**src/rtl/mfp_ahb_lite_timer_pkg.sv**
```systemverilog
// Shared definitions for the AHB-Lite timer/compare peripheral.
// Includes the register offsets, CTRL bit positions, reset values,
// the matrix-side address-match constant and the byte-lane helpers.
package mfp_ahb_lite_timer_pkg;

    // Register index, taken from HADDR[3:2]
    typedef enum logic [1:0] {
        TIMER_CTRL    = 2'd0,
        TIMER_COUNT   = 2'd1,
        TIMER_COMPARE = 2'd2,
        TIMER_STATUS  = 2'd3
    } timer_reg_e;

    // CTRL bit positions
    localparam int unsigned CTRL_EN           = 0;
    localparam int unsigned CTRL_AUTO_RELOAD  = 1;
    localparam int unsigned CTRL_IE           = 2;
    localparam int unsigned CTRL_PRESCALE_LSB = 8;
    localparam int unsigned CTRL_PRESCALE_MSB = 15;

    // STATUS bit positions
    localparam int unsigned STATUS_MATCH = 0;

    localparam logic [31:0] TIMER_COMPARE_RESET = 32'hFFFF_FFFF;

    // Matrix decoder compares HADDR[31:12] against this for the 4 KB slot
    // at physical 0x1040_3000.
    localparam logic [19:0] MFP_TIMER_ADDR_MATCH = 20'h10403;

    localparam logic [2:0] HSIZE_BYTE = 3'd0;
    localparam logic [2:0] HSIZE_HALF = 3'd1;

    // Byte lanes touched by a transfer of the given size at addr[1:0].
    // Anything wider than a halfword is treated as a full word.
    function automatic logic [3:0] byte_lanes(input logic [2:0] size,
                                              input logic [1:0] addr);
        logic [3:0] lanes;
        lanes = 4'b1111;
        if (size == HSIZE_BYTE) begin
            lanes = 4'b0001 << addr;
        end else if (size == HSIZE_HALF) begin
            lanes = addr[1] ? 4'b1100 : 4'b0011;
        end
        return lanes;
    endfunction

    // Expand per-lane enables to a 32-bit bit mask.
    function automatic logic [31:0] lane_mask(input logic [3:0] lanes);
        return {{8{lanes[3]}}, {8{lanes[2]}}, {8{lanes[1]}}, {8{lanes[0]}}};
    endfunction

endpackage

```
**src/rtl/mfp_timer_prescaler.sv**
```systemverilog
// Prescale divider for the timer.
// Ports:
//   clk, rst  - clock and asynchronous active-high reset
//   enable    - counter runs only while high; held at zero otherwise
//   clear     - synchronously restarts the divide period
//   divider   - tick period is divider+1 cycles
//   tick      - one-cycle strobe when the counter reaches divider
module mfp_timer_prescaler
    #(
        parameter int unsigned PRESCALE_WIDTH = 8
    )
    (
        input  logic                      clk,
        input  logic                      rst,
        input  logic                      enable,
        input  logic                      clear,
        input  logic [PRESCALE_WIDTH-1:0] divider,
        output logic                      tick
    );

    logic [PRESCALE_WIDTH-1:0] pcnt_q;
    logic [PRESCALE_WIDTH-1:0] pcnt_d;

    always_comb begin
        tick = enable && (pcnt_q == divider);
        if (!enable || clear || tick) begin
            pcnt_d = '0;
        end else begin
            pcnt_d = pcnt_q + PRESCALE_WIDTH'(1);
        end
    end

    always_ff @(posedge clk or posedge rst) begin
        if (rst) begin
            pcnt_q <= '0;
        end else begin
            pcnt_q <= pcnt_d;
        end
    end

endmodule

```
**src/rtl/mfp_ahb_lite_timer.sv**
```systemverilog
// AHB-Lite timer/compare slave.
// 32-bit up-counter with prescaler, compare register, sticky match flag
// and a level interrupt (MATCH & IE) toward the EIC.
// Ports:
//   HCLK, HRESET         - clock, asynchronous active-high reset
//   HADDR..HWRITE        - AHB-Lite slave inputs (HBURST, HMASTLOCK, HPROT ignored)
//   HRDATA/HREADY/HRESP  - response; zero wait states, always OKAY
//   SI_Endian            - ignored, lanes are little-endian
//   TIMER_INT            - level interrupt
module mfp_ahb_lite_timer
    import mfp_ahb_lite_timer_pkg::*;
    #(
        parameter int unsigned PRESCALE_WIDTH = 8,
        parameter int unsigned COUNT_WIDTH    = 32
    )
    (
        input  logic        HCLK,
        input  logic        HRESET,
        input  logic [31:0] HADDR,
        input  logic [2:0]  HBURST,
        input  logic        HMASTLOCK,
        input  logic [3:0]  HPROT,
        input  logic        HSEL,
        input  logic [2:0]  HSIZE,
        input  logic [1:0]  HTRANS,
        input  logic [31:0] HWDATA,
        input  logic        HWRITE,
        output logic [31:0] HRDATA,
        output logic        HREADY,
        output logic        HRESP,
        input  logic        SI_Endian,
        output logic        TIMER_INT
    );

    // Writable CTRL bits: EN, AUTO_RELOAD, IE and the prescale field
    localparam logic [31:0] CTRL_WMASK =
        32'h0000_0007 | (((32'h1 << PRESCALE_WIDTH) - 32'h1) << CTRL_PRESCALE_LSB);

    // Address-phase latch
    logic       dp_valid_q, dp_valid_d;
    logic       dp_write_q, dp_write_d;
    logic [3:0] dp_addr_q,  dp_addr_d;
    logic [2:0] dp_size_q,  dp_size_d;

    // Registers
    logic [31:0]            ctrl_q,    ctrl_d;
    logic [COUNT_WIDTH-1:0] count_q,   count_d;
    logic [COUNT_WIDTH-1:0] compare_q, compare_d;
    logic                   match_q,   match_d;

    timer_reg_e  dp_reg;
    logic [31:0] wmask;
    logic        wr_active;
    logic        count_wr;
    logic        status_w1c;
    logic        tick;
    logic        hit;
    logic        unused_inputs;

    always_comb begin
        unused_inputs = ^{HADDR[31:4], HBURST, HMASTLOCK, HPROT, HTRANS[0], SI_Endian};
    end

    // Address phase
    always_comb begin
        dp_valid_d = 1'b0;
        dp_write_d = 1'b0;
        dp_addr_d  = '0;
        dp_size_d  = '0;
        if (HSEL && HTRANS[1]) begin
            dp_valid_d = 1'b1;
            dp_write_d = HWRITE;
            dp_addr_d  = HADDR[3:0];
            dp_size_d  = HSIZE;
        end
    end

    // Data-phase decode
    always_comb begin
        dp_reg     = timer_reg_e'(dp_addr_q[3:2]);
        wmask      = lane_mask(byte_lanes(dp_size_q, dp_addr_q[1:0]));
        wr_active  = dp_valid_q && dp_write_q;
        count_wr   = wr_active && (dp_reg == TIMER_COUNT);
        status_w1c = wr_active && (dp_reg == TIMER_STATUS)
                     && wmask[STATUS_MATCH] && HWDATA[STATUS_MATCH];
    end

    mfp_timer_prescaler #(
        .PRESCALE_WIDTH (PRESCALE_WIDTH)
    ) u_prescaler (
        .clk     (HCLK),
        .rst     (HRESET),
        .enable  (ctrl_q[CTRL_EN]),
        .clear   (count_wr),
        .divider (ctrl_q[CTRL_PRESCALE_LSB +: PRESCALE_WIDTH]),
        .tick    (tick)
    );

    // Register next-state. The compare uses the pre-write COMPARE value, and a
    // COUNT write is applied after the tick update so it takes priority.
    always_comb begin
        hit       = tick && (count_q == compare_q);
        ctrl_d    = ctrl_q;
        count_d   = count_q;
        compare_d = compare_q;
        match_d   = (match_q && !status_w1c) || hit;

        if (tick) begin
            if (hit && ctrl_q[CTRL_AUTO_RELOAD]) begin
                count_d = '0;
            end else begin
                count_d = count_q + COUNT_WIDTH'(1);
            end
        end

        if (wr_active) begin
            case (dp_reg)
                TIMER_CTRL:    ctrl_d    = ((ctrl_q & ~wmask) | (HWDATA & wmask)) & CTRL_WMASK;
                TIMER_COUNT:   count_d   = (count_q & ~wmask) | (HWDATA & wmask);
                TIMER_COMPARE: compare_d = (compare_q & ~wmask) | (HWDATA & wmask);
                TIMER_STATUS:  ;
            endcase
        end
    end

    always_ff @(posedge HCLK or posedge HRESET) begin
        if (HRESET) begin
            dp_valid_q <= 1'b0;
            dp_write_q <= 1'b0;
            dp_addr_q  <= '0;
            dp_size_q  <= '0;
            ctrl_q     <= '0;
            count_q    <= '0;
            compare_q  <= TIMER_COMPARE_RESET;
            match_q    <= 1'b0;
        end else begin
            dp_valid_q <= dp_valid_d;
            dp_write_q <= dp_write_d;
            dp_addr_q  <= dp_addr_d;
            dp_size_q  <= dp_size_d;
            ctrl_q     <= ctrl_d;
            count_q    <= count_d;
            compare_q  <= compare_d;
            match_q    <= match_d;
        end
    end

    // Response path
    always_comb begin
        HRDATA = '0;
        if (dp_valid_q && !dp_write_q) begin
            case (dp_reg)
                TIMER_CTRL:    HRDATA = ctrl_q;
                TIMER_COUNT:   HRDATA = count_q;
                TIMER_COMPARE: HRDATA = compare_q;
                TIMER_STATUS:  HRDATA = {31'b0, match_q};
            endcase
        end
        HREADY    = 1'b1;
        HRESP     = 1'b0;
        TIMER_INT = match_q && ctrl_q[CTRL_IE];
    end

endmodule

```
**config.mk**
```make
export PLATFORM = sky130hd
export DESIGN_NAME = mfp_ahb_lite_timer
export DESIGN_NICKNAME = d
export VERILOG_FILES = /design/src/rtl/mfp_ahb_lite_timer_pkg.sv /design/src/rtl/mfp_timer_prescaler.sv /design/src/rtl/mfp_ahb_lite_timer.sv
export SDC_FILE = /design/constraint.sdc
export NUM_CORES = 1
export LEC_CHECK = 0
export BUFFER_PORTS_ARGS = -buffer_cell sky130_fd_sc_hd__buf_2
export CAP_MARGIN = 20
export CORE_UTILIZATION = 30
export DETAILED_ROUTE_END_ITERATION = 8
export SLEW_MARGIN = 20
export SYNTH_ARGS = -nofsm -noshare
export SYNTH_HDL_FRONTEND = slang
export SYNTH_SLANG_ARGS = --single-unit
```
**constraint.sdc**
```tcl
create_clock -name HCLK -period 2.9 [get_ports HCLK]
set_input_delay 0.29 -clock HCLK [delete_from_list [all_inputs] [get_ports HCLK]]
set_output_delay 0.29 -clock HCLK [all_outputs]
set_load 0.02 [all_outputs]
```
### Word-level counts from Yosys, hierarchy flattened

Cells that the tools add are included.

| storage, ports and cells | value |
|---|---|
| flip-flop bits (word level) | 93 |
| input bits | 82 |
| output and inout port bits | 35 |
| word-level logic and storage cells | 62 |

| cells by class | value |
|---|---|
| add/sub/neg operators | 2 |
| equal/unequal tests | 6 |
| shifts and indexed selects | 1 |
| muxes and demuxes | 14 |
| bitwise logic cells | 8 |
| reductions and logical operators | 22 |

Operator list:

| operator | number |
|---|---|
| two-way mux 32 bit | 5 |
| case mux 32 bit (4 select lines) | 1 |
| bitwise AND 32 bit | 3 |
| bitwise OR 32 bit | 2 |
| adder 32 x 1 -> 32 bit, second input constant | 1 |
| == test 32 bit | 1 |
| inverter 32 bit | 1 |
| bitwise AND 16 bit | 1 |
| two-way mux 4 bit | 4 |
| bitwise OR 16 bit | 1 |
| logical AND 1 bit | 12 |
| adder 8 x 1 -> 8 bit, second input constant | 1 |
| == test 8 bit | 1 |
| two-way mux 8 bit | 1 |
| == test 2 bit, second input constant | 2 |
| AND reduction 2 bit | 2 |
| left shift 1 x 2 -> 4 bit, first input constant | 1 |
| == test 3 x 1 -> 1 bit, second input constant | 1 |
| logical NOT 1 bit | 3 |
| logical NOT 3 bit | 1 |
| logical OR 1 bit | 3 |
| two-way mux 3 bit | 1 |
| == test 2 x 1 -> 1 bit, second input constant | 1 |
| logical NOT 2 bit | 1 |
| two-way mux 1 bit | 2 |

### Logic depth before layout (Yosys ltp)

Gate-level depths: netlist (run 1).

| logic depth | value |
|---|---|
| depth after elaboration | 8 |
| gate-level depth with buffers | 9 |
| mapped depth without buffers | 7 |

### Modules after synthesis

Synthesis (run 1) repeated with hierarchy kept, for this count alone.

| unflattened totals | value |
|---|---|
| cells, all modules | 608 |
| area, all modules | 5,666.7 sq um |

By module, submodules not included:

| module | times used | cells an instance | area an instance (sq um) | seq. area each (sq um) |
|---|---|---|---|---|
| mfp_ahb_lite_timer | 1 | 560 | 5,177.5 | 2,167.1 |
| mfp_timer_prescaler | 1 | 48 | 489.2 | 200.2 |

### Least setup slack after synthesis (run 1)

Ideal clock, no wire load.

| timing | value |
|---|---|
| kind | register to register |
| start | reg u_prescaler.pcnt_q[0] |
| end | reg (tool-made name) |
| setup time | 0.124 ns |
| arrival time | 2.159 ns |
| required time | 2.776 ns |
| slack | 0.618 ns |
| stages on the path, launching flop included | 7 |
| buffers on the path | 0 |
| clock period less this slack | 2.282 ns |
| path through | dfrtp_1 > xnor2_1 > nand4_1 > or3_1 > or4_1 > a31o_1 > a211o_1 |

RTL lines:

| item | RTL line | text |
|---|---|---|
| start, declared | mfp_timer_prescaler.sv:21 | `logic [PRESCALE_WIDTH-1:0] pcnt_q;` |
| start signal, assigned | mfp_timer_prescaler.sv:37 | `pcnt_q <= pcnt_d;` |

==> results.cfg, run 1 <==
[yosys]
synthCells = 622
syn_nets = 706
synth.distinct_cells = 51
avgSynthCellArea_um2 = 9.22
synthArstFlopShare_pct = 100
ys_seq_area_share_pct = 41.3
ys_ff_latch = 93
synth_area_mm2 = 0.00573
synth_edf_count = 0
yosys_warnings = 0
synth-main-ff-cell = dfrtp_1

[floorplanning]
initial_core_util_pct = 30.7
die_x_um = 140
coreArea_mm2 = 0.0187
dieHeight_um = 140
std_cell_rows = 50
io_pins = 117
die_area_mm2 = 0.0197

[placement]
placed_area_mm2 = 0.00643
dp_hpwl_um = 12300
place_congestion = 0.852
port_buffers = 76
pre_cts_slack_ns = 0.372

[worst_setup_path]
rr_worst_depth = 6
reg2reg_slack_ns = 0.35
critPathCaptureType = flop
cp_max_fo = 6
crit_chain = xnor2_1 -> nand4_1 -> or3_1 -> or4_1 -> a31o_1 -> a211o_1
worstPathArrival_ns = 2.79
cpMaxStageDelayCell = or4_1
critPathLaunchType = flop
slowest_delay_ns = 0.58
critical_path_class = reg -> reg
required_ns = 3.14

[clock_network]
numCtsBuffers = 9
tritoncts = built
insertion_delay_ns = 0.36
cts.clk_slew.worst_paths_ns = 0.07
hold_buffers = 0
htreeDepth = 3
ctsResizeCount = 0
numClockSinks = 93
cts_max_path_buffers = 2
post_cts_buffers = 0
cts_root_buffer = clkbuf_16

[sta]
finClkSkew_ns = 0.0139
fin_ws_ns = 0.349
hold_viol_final = 0
fmax_mhz = 392
fin_crit_ns = 2.55
worst_pin_slew_ns = 0.799
post-route-period-util_pct = 88.0
rsz0062_at_grt = no
final.setup.tns_ns = 0
slew_viol_final = 0
setup_viol = 0
slew_headroom_pct = 46.7

[pwr]
pwr-share-seq_pct = 44.1
ir_drop_v = 0.000302
leakagePower_nw = 2.79
netSwitchingFraction_pct = 32.9
power.switching_mw = 1.31
p_per_area_mw_per_mm2 = 590
power_frac_clock_pct = 31.5
combPwrFrac_pct = 24.4
finalPower_mw = 3.98
internal-power_mw = 2.67

[cells_and_area]
synthToLayoutAreaGrowth_pct = 17.5
diodes = 0
final_util_pct = 36.0
drive_above_1_share_pct = 28.3
num-fill-cells = 1925
design_area_mm2 = 0.00674
nets = 771

[outcome]
status = finished clean

[global_routing]
grt_pass1_wl_um = 27000
antenna_found_initial = 0
grt_max_degree = 94
grt_usage_pct = 17.9
overflow = 0
grt_pass1_vias = 4738

[detailed_routing]
post-route-drc-count = 0
drt_iter0_drc = 469
ant_nets = 0
dr.pass1.iters = 5
wl_um = 16900
vias = 5025
wl_per_cell_um = 18.2
viasPerCell = 5.43

[worst_hold_path]
hold_path.class = in -> async

[job]
maxCapViolCount = 0
[logic make-up (layout without fill, tap and decap cells)]
logic type               count (synthesis)  after routing  synth area share [%]
AO/OA/AOI/OAI                          111            111                  13.6
other                                    2              2                 0.131
multiplexers                            58             58                  11.3
adder cells (fa/ha/maj)                  2              2                 0.436
XOR/XNOR                                49             49                  7.48
AND/OR/NAND/NOR                        243            243                  21.4
flip-flops                              93             93                  41.3
buffers and inverters                   64            134                  4.34
[worst max-delay path, delay by kind of cell (launching register included)]
family          cells  cell delay [ns]
simple gates        3             1.29
compound gates      2             0.52
xor+xnor            1             0.18
flops               1             0.45
[layer usage]
layer  track usage (%)  up-vias  wire, um
met5                 0        -         0
li1                  -     2397         -
met1              25.7     2443      8080
met3              4.48       21       905
met4              5.38        0       369
met2              26.5      164      7520
[cell usage in the layout (no fill, tap or decap), types with 17 or more instances in the layout]
master / n
xnor2_1: 41
a22oi_1: 33
nor2_1: 70
nand3_1: 26
buf_2: 76
mux2_2: 43
dfstp_2: 32
inv_1: 17
nand4_1: 33
dfrtp_1: 61
buf_4: 23
nand2_1: 42
[cell usage after synthesis (2+ instances only)]
library cell  instances  area [um^2]
a21oi_1              14         70.1
a22oi_1              33          248
a31oi_1              15         93.8
a41oi_1               3         26.3
and2_1               11         68.8
and3_1               16          100
and4_1                3         26.3
buf_1                 4         15.0
buf_4                 2         15.0
clkbuf_1             39          146
conb_1                2         7.51
dfrtp_1              61         1530
dfstp_2              32          841
ha_1                  2         25.0
inv_1                18         67.6
mux2_2               43          484
mux2i_1              14          140
nand2_1              42          158
nand2b_1              3         18.8
nand3_1              26          130
nand4_1              33          206
nand4b_1              4         35.0
nor2_1               70          263
nor2b_1               5         31.3
nor3_1                9         45.0
nor4_1                9         56.3
nor4b_1               3         26.3
o211a_1               4         40.0
o211ai_1             10         75.1
o21a_1                4         30.0
o21ai_0               8         40.0
o21ai_1               2         10.0
o221ai_1              4         35.0
o22ai_1               3         18.8
o311ai_1              2         17.5
o31ai_1               2         15.0
or3_1                 4         25.0
or4_1                 3         22.5
xnor2_1              41          359
xor2_1                8         70.1
[layout make-up]
| type | count | area, um^2 | share of cell area (%) |
|---|---|---|---|
| multi-input combinational | 465 | 3130 | 46.4 |
| timing repair buffer | 100 | 573 | 8.51 |
| clock inverter | 5 | 75.1 | 1.11 |
| tap | 234 | 293 | 4.35 |
| sequential | 93 | 2370 | 35.1 |
| inverter | 18 | 68.8 | 1.02 |
| clock buffer | 11 | 233 | 3.45 |
[stage by stage]
stage	hold slack, ns	instances
after floorplan	0.413	622
after global placement	0.456	910
after detailed placement	0.460	910
after CTS	0.0660	926
after global routing	0.0855	926
final	0.0309	926
[path summary, 6_finish.rpt]
path	startpoint	end
max in group asynchronous	HRESET	asynchronous set/reset pin
worst min register to register	flop	flop
worst max-delay path	u_prescaler.pcnt_q[0]$_DFF_PP0_	flop
min in group HCLK	HWDATA[17]	flop
worst min-delay path	HRESET	asynchronous set/reset pin
worst max register to register	u_prescaler.pcnt_q[0]$_DFF_PP0_	flop
[power by group through the flow]
stage                     clock network (mW)  logic [mW]  registers, mW
final                                   1.25       0.970           1.75
after detailed placement                   0       0.961           1.77
after global placement                     0       0.952           1.76
after floorplan                            0       0.757           1.63
after CTS                               1.30       0.971           1.74
after global routing                    1.34        1.07           1.78
No activity file was read; power rests on OpenSTA's default activity.
==> inputs of run 2 (changes only) <==
- PLACE_DENSITY: unset -> 0.56
==> run 2 against run 1 <==
Net effect:
- final cell count is 0.32% higher
- clock power grew 4%
- maximum frequency fell by 0.31%
- critical path type unchanged
- largest cell class unchanged
- largest power group unchanged
==> results.cfg, run 2 (synthesis results as in run 1) <==
[clock_network]
tritoncts = built
htreeDepth = 3
cts.clk_slew.worst_paths_ns = 0.07
insertion_delay_ns = 0.36
numClockSinks = 93
ctsResizeCount = 0
cts_root_buffer = clkbuf_16
hold_buffers = 0
numCtsBuffers = 9
cts_max_path_buffers = 2
post_cts_buffers = 0

[detailed_routing]
dr.pass1.iters = 5
post-route-drc-count = 0
wl_um = 17100
viasPerCell = 5.45
wl_per_cell_um = 18.4
ant_nets = 0
vias = 5066
drt_iter0_drc = 308

[worst_setup_path]
required_ns = 3.15
crit_family = simple AND/OR/NAND/NOR gates
cp_num_buf_inv = 0
worstPathArrival_ns = 2.80
critical_path_class = reg -> reg
slowest_delay_ns = 0.57
critPathLaunchType = flop
cp_max_fo = 4
critPathCaptureType = flop
cpMaxStageDelayCell = or4_1
crit_chain = xnor2_1 -> nand4_1 -> or3_1 -> or4_1 -> a31o_1 -> a211o_1

[sta]
setup_viol = 0
final.setup.tns_ns = 0
hold_viol_final = 0
worst_pin_slew_ns = 0.809
post-route-period-util_pct = 88.2
slew_viol_final = 0
hold_slack_ns = 0.0255
fin_ws_ns = 0.341
slew_headroom_pct = 46.1
fin_crit_ns = 2.56
finClkSkew_ns = 0.0107
fmax_mhz = 391
rsz0062_at_grt = no

[floorplanning]
dieHeight_um = 140
die_area_mm2 = 0.0197
coreArea_mm2 = 0.0187
die_x_um = 140
initial_core_util_pct = 30.7
io_pins = 117
std_cell_rows = 50

[global_routing]
grt_pass1_vias = 4791
overflow = 0
grt_max_degree = 55
grt_pass1_wl_um = 27100
grt_usage_pct = 18.0
antenna_found_initial = 0

[pwr]
netSwitchingFraction_pct = 32.9
ir_drop_v = 0.000307
internal-power_mw = 2.71
combPwrFrac_pct = 24.9
leakagePower_nw = 2.80
power_frac_clock_pct = 32.3
power.switching_mw = 1.32
p_per_area_mw_per_mm2 = 595
pwr-share-seq_pct = 42.8
finalPower_mw = 4.03

[cells_and_area]
num-fill-cells = 1965
diodes = 0
mostFrequentLayoutCell = buf_2
ff_latch_area_mm2 = 0.00237
mostFrequentLayoutCells = buf_2, nor2_1, dfrtp_1
multi_input_area_mm2 = 0.00313
layoutNonFillerInstCount = 929
design_area_mm2 = 0.00678
synthToLayoutAreaGrowth_pct = 18.2
nets = 774
drive_above_1_share_pct = 28.9
final_util_pct = 36.2

[placement]
placedCellCount = 913
dp_hpwl_um = 12700
port_buffers = 76
place_congestion = 0.856
pre_cts_slack_ns = 0.361
placed_area_mm2 = 0.00645

[worst_hold_path]
hold_path.class = in -> async

[job]
maxCapViolCount = 0

[outcome]
status = finished clean
## run 2: layout make-up
type / count / share of cell area, %
tap: 234 / 4.32
timing repair buffer: 103 / 8.79
clock buffer: 10 / 3.53
sequential: 93 / 34.9
clock inverter: 6 / 1.27
multi-input combinational: 465 / 46.2
inverter: 18 / 1.02
## run 2: path summary, 6_finish.rpt
kind,startpoint,endpoint,slack [ns],cells after the start
min,HRESET,asynchronous set/reset pin,0.03,2
min reg2reg,match_q$_DFF_PP0_,match_q$_DFF_PP0_,0.53,2
max reg2reg,flop,flop,0.34,6
max in group asynchronous,HRESET,asynchronous set/reset pin,2.08,3
min in group HCLK,HWDATA[21],flop,0.16,3
max,flop,flop,0.34,6
## run 2: power by group through the flow
stage,clock (mW),sequential (mW),combinational [mW]
floorplan,0,1.63,0.757
global placement,0,1.74,0.992
detailed placement,0,1.74,1.01
CTS,1.34,1.72,1.01
global route,1.38,1.76,1.10
finish,1.30,1.72,1.01
## run 2: layer usage
metal | vias to the layer above | global-route usage [%] | wire (um)
met3 | 27 | 3.69 | 900
li1 | 2395 | - | -
met5 | - | 0 | 0
met1 | 2483 | 24.4 | 7940
met4 | 0 | 6.88 | 442
met2 | 161 | 28.1 | 7840
==> inputs of run 3 (changes only) <==
- CORE_UTILIZATION: 30 -> 50
- PLACE_DENSITY: 0.56 -> 0.81
==> run 3 against run 2 <==
Net effect:
- clock skew fell by 0.0016 ns
- combinational power fell by 8%
- sequential cell count did not move
- clock-buffer cell count fell by 1
- critical path type unchanged
- utilization rose by 24 points
- non-clock buffer count fell by 5
==> results.cfg, run 3 (synthesis results as in run 1) <==
[worst_hold_path]
holdPathStages = 3
min_from = HWDATA[25]
hold_path.class = in -> reg

[detailed_routing]
ant_nets = 0
post-route-drc-count = 0
viasPerCell = 6.36
dr.pass1.iters = 5
wl_per_cell_um = 19.4
wl_um = 16100
drt_iter0_drc = 425
vias = 5276

[global_routing]
grt_usage_pct = 28.5
grt_pass1_vias = 5129
antenna_found_initial = 0
grt_busiest_layer = met2
grt_max_degree = 64
use_met1_pct = 34.8
grtUsageMet2_pct = 47.7
grtUsageMet3_pct = 7.23
overflow = 0
grt_pass1_wl_um = 25600

[worst_setup_path]
worstPathArrival_ns = 2.85
critPathLaunchType = flop
critical_path_class = reg -> reg
required_ns = 3.11
reg2reg_slack_ns = 0.26
rr_worst_depth = 8
critPathCaptureType = flop
cp_max_fo = 23

[floorplanning]
coreArea_mm2 = 0.0110
die_x_um = 109
io_pins = 117
dieHeight_um = 109
std_cell_rows = 38
initial_core_util_pct = 52.2
die_area_mm2 = 0.0119

[sta]
fmax_mhz = 379
slew_viol_final = 0
final.setup.tns_ns = 0
finClkSkew_ns = 0.00914
hold_slack_ns = 0.171
post-route-period-util_pct = 90.9
worst_pin_slew_ns = 0.773
hold_viol_final = 0
setup_viol = 0
rsz0062_at_grt = no
fin_crit_ns = 2.64
slew_headroom_pct = 48.3

[clock_network]
htreeDepth = 3
cts.clk_slew.worst_paths_ns = 0.07
tritoncts = built
insertion_delay_ns = 0.35
cts_root_buffer = clkbuf_16
numClockSinks = 93
ctsResizeCount = 0
numCtsBuffers = 9
cts_max_path_buffers = 2

[cells_and_area]
nets = 769
drive_above_1_share_pct = 28.1
synthToLayoutAreaGrowth_pct = 15.6
mostFrequentLayoutCell = buf_2
mostFrequentLayoutCells = buf_2, nor2_1, dfrtp_1
diodes = 0

[pwr]
p_per_area_mw_per_mm2 = 605
leakagePower_nw = 2.78
ir_drop_v = 0.000387

[placement]
dp_hpwl_um = 11700
place_congestion = 0.935
port_buffers = 76

[job]
maxCapViolCount = 0

[outcome]
status = finished clean
==> run 3: changes by cell type in the layout (fill, tap and decap cells not counted) <==
cell,before,now
inv_6,0,2
dlygate4sd3_1,0,1
clkinv_2,3,1
nor2b_1,3,4
nor2b_2,2,1
buf_4,26,20
clkbuf_8,1,0
inv_8,0,1
==> run 3: what timing repair did <==
item	CTS	global route
setup endpoints to repair	0	0
endpoints found under the hold margin	14	0
hold buffers	1	0
buffers inserted	0	0
==> run 3: metal layers <==
metal | vias up | part of all wire (%)
met5 | - | 0
met4 | 0 | 2.7
met1 | 2563 | 40
met2 | 276 | 49
li1 | 2390 | -
met3 | 47 | 8.5
==> run 3: where the power goes <==
| group | switching [mW] | internal [mW] | leakage, nW | total [mW] |
|---|---|---|---|---|
| Sequential | 0.273 | 1.49 | 1.08 | 1.76 |
| Combinational | 0.525 | 0.406 | 1.54 | 0.931 |
| Clock | 0.548 | 0.770 | 0.159 | 1.32 |
==> run 3: worst max path at each step <==
stage,cells past startpoint,slack (ns),endpoint
final,8,0.26,flop
after global routing,8,0.12,flop
after floorplan,1,0.24,asynchronous set/reset pin
after CTS,6,0.36,flop
after detailed placement,6,0.41,flop
after global placement,6,0.45,flop
==> run 3: metrics by stage <==
stage	std cells	util, %	total power, mW	area [um^2]	setup slack [ns]
6_report	830	60.3	4.01	6630	0.263
3_3_place_gp	813	57.2	2.64	6290	0.446
4_1_cts	830	60.3	4.00	6630	0.362
2_1_floorplan	622	-	2.39	5730	0.243
5_1_grt	830	60.3	4.19	6630	0.118
3_5_place_dp	813	57.2	2.68	6290	0.408
==> run 3: final cells by class <==
cell class / count / area (um^2)
Sequential cell: 93 / 2370
Clock buffer: 9 / 225
Inverter: 18 / 68.8
Fill cell: 914 / 4360
Clock inverter: 7 / 105
Tap cell: 140 / 175
Multi-Input combinational cell: 465 / 3130
Timing Repair Buffer: 98 / 561
==> run 3: worst max-delay path: stages (launching register included) <==
cell and delay (ns):
dfrtp_1 0.48, xnor2_1 0.35, nand4_1 0.17, nor4_1 0.48, nand4_1 0.18, buf_4 0.25, buf_4 0.22, a41oi_1 0.23
o21ai_0 0.14
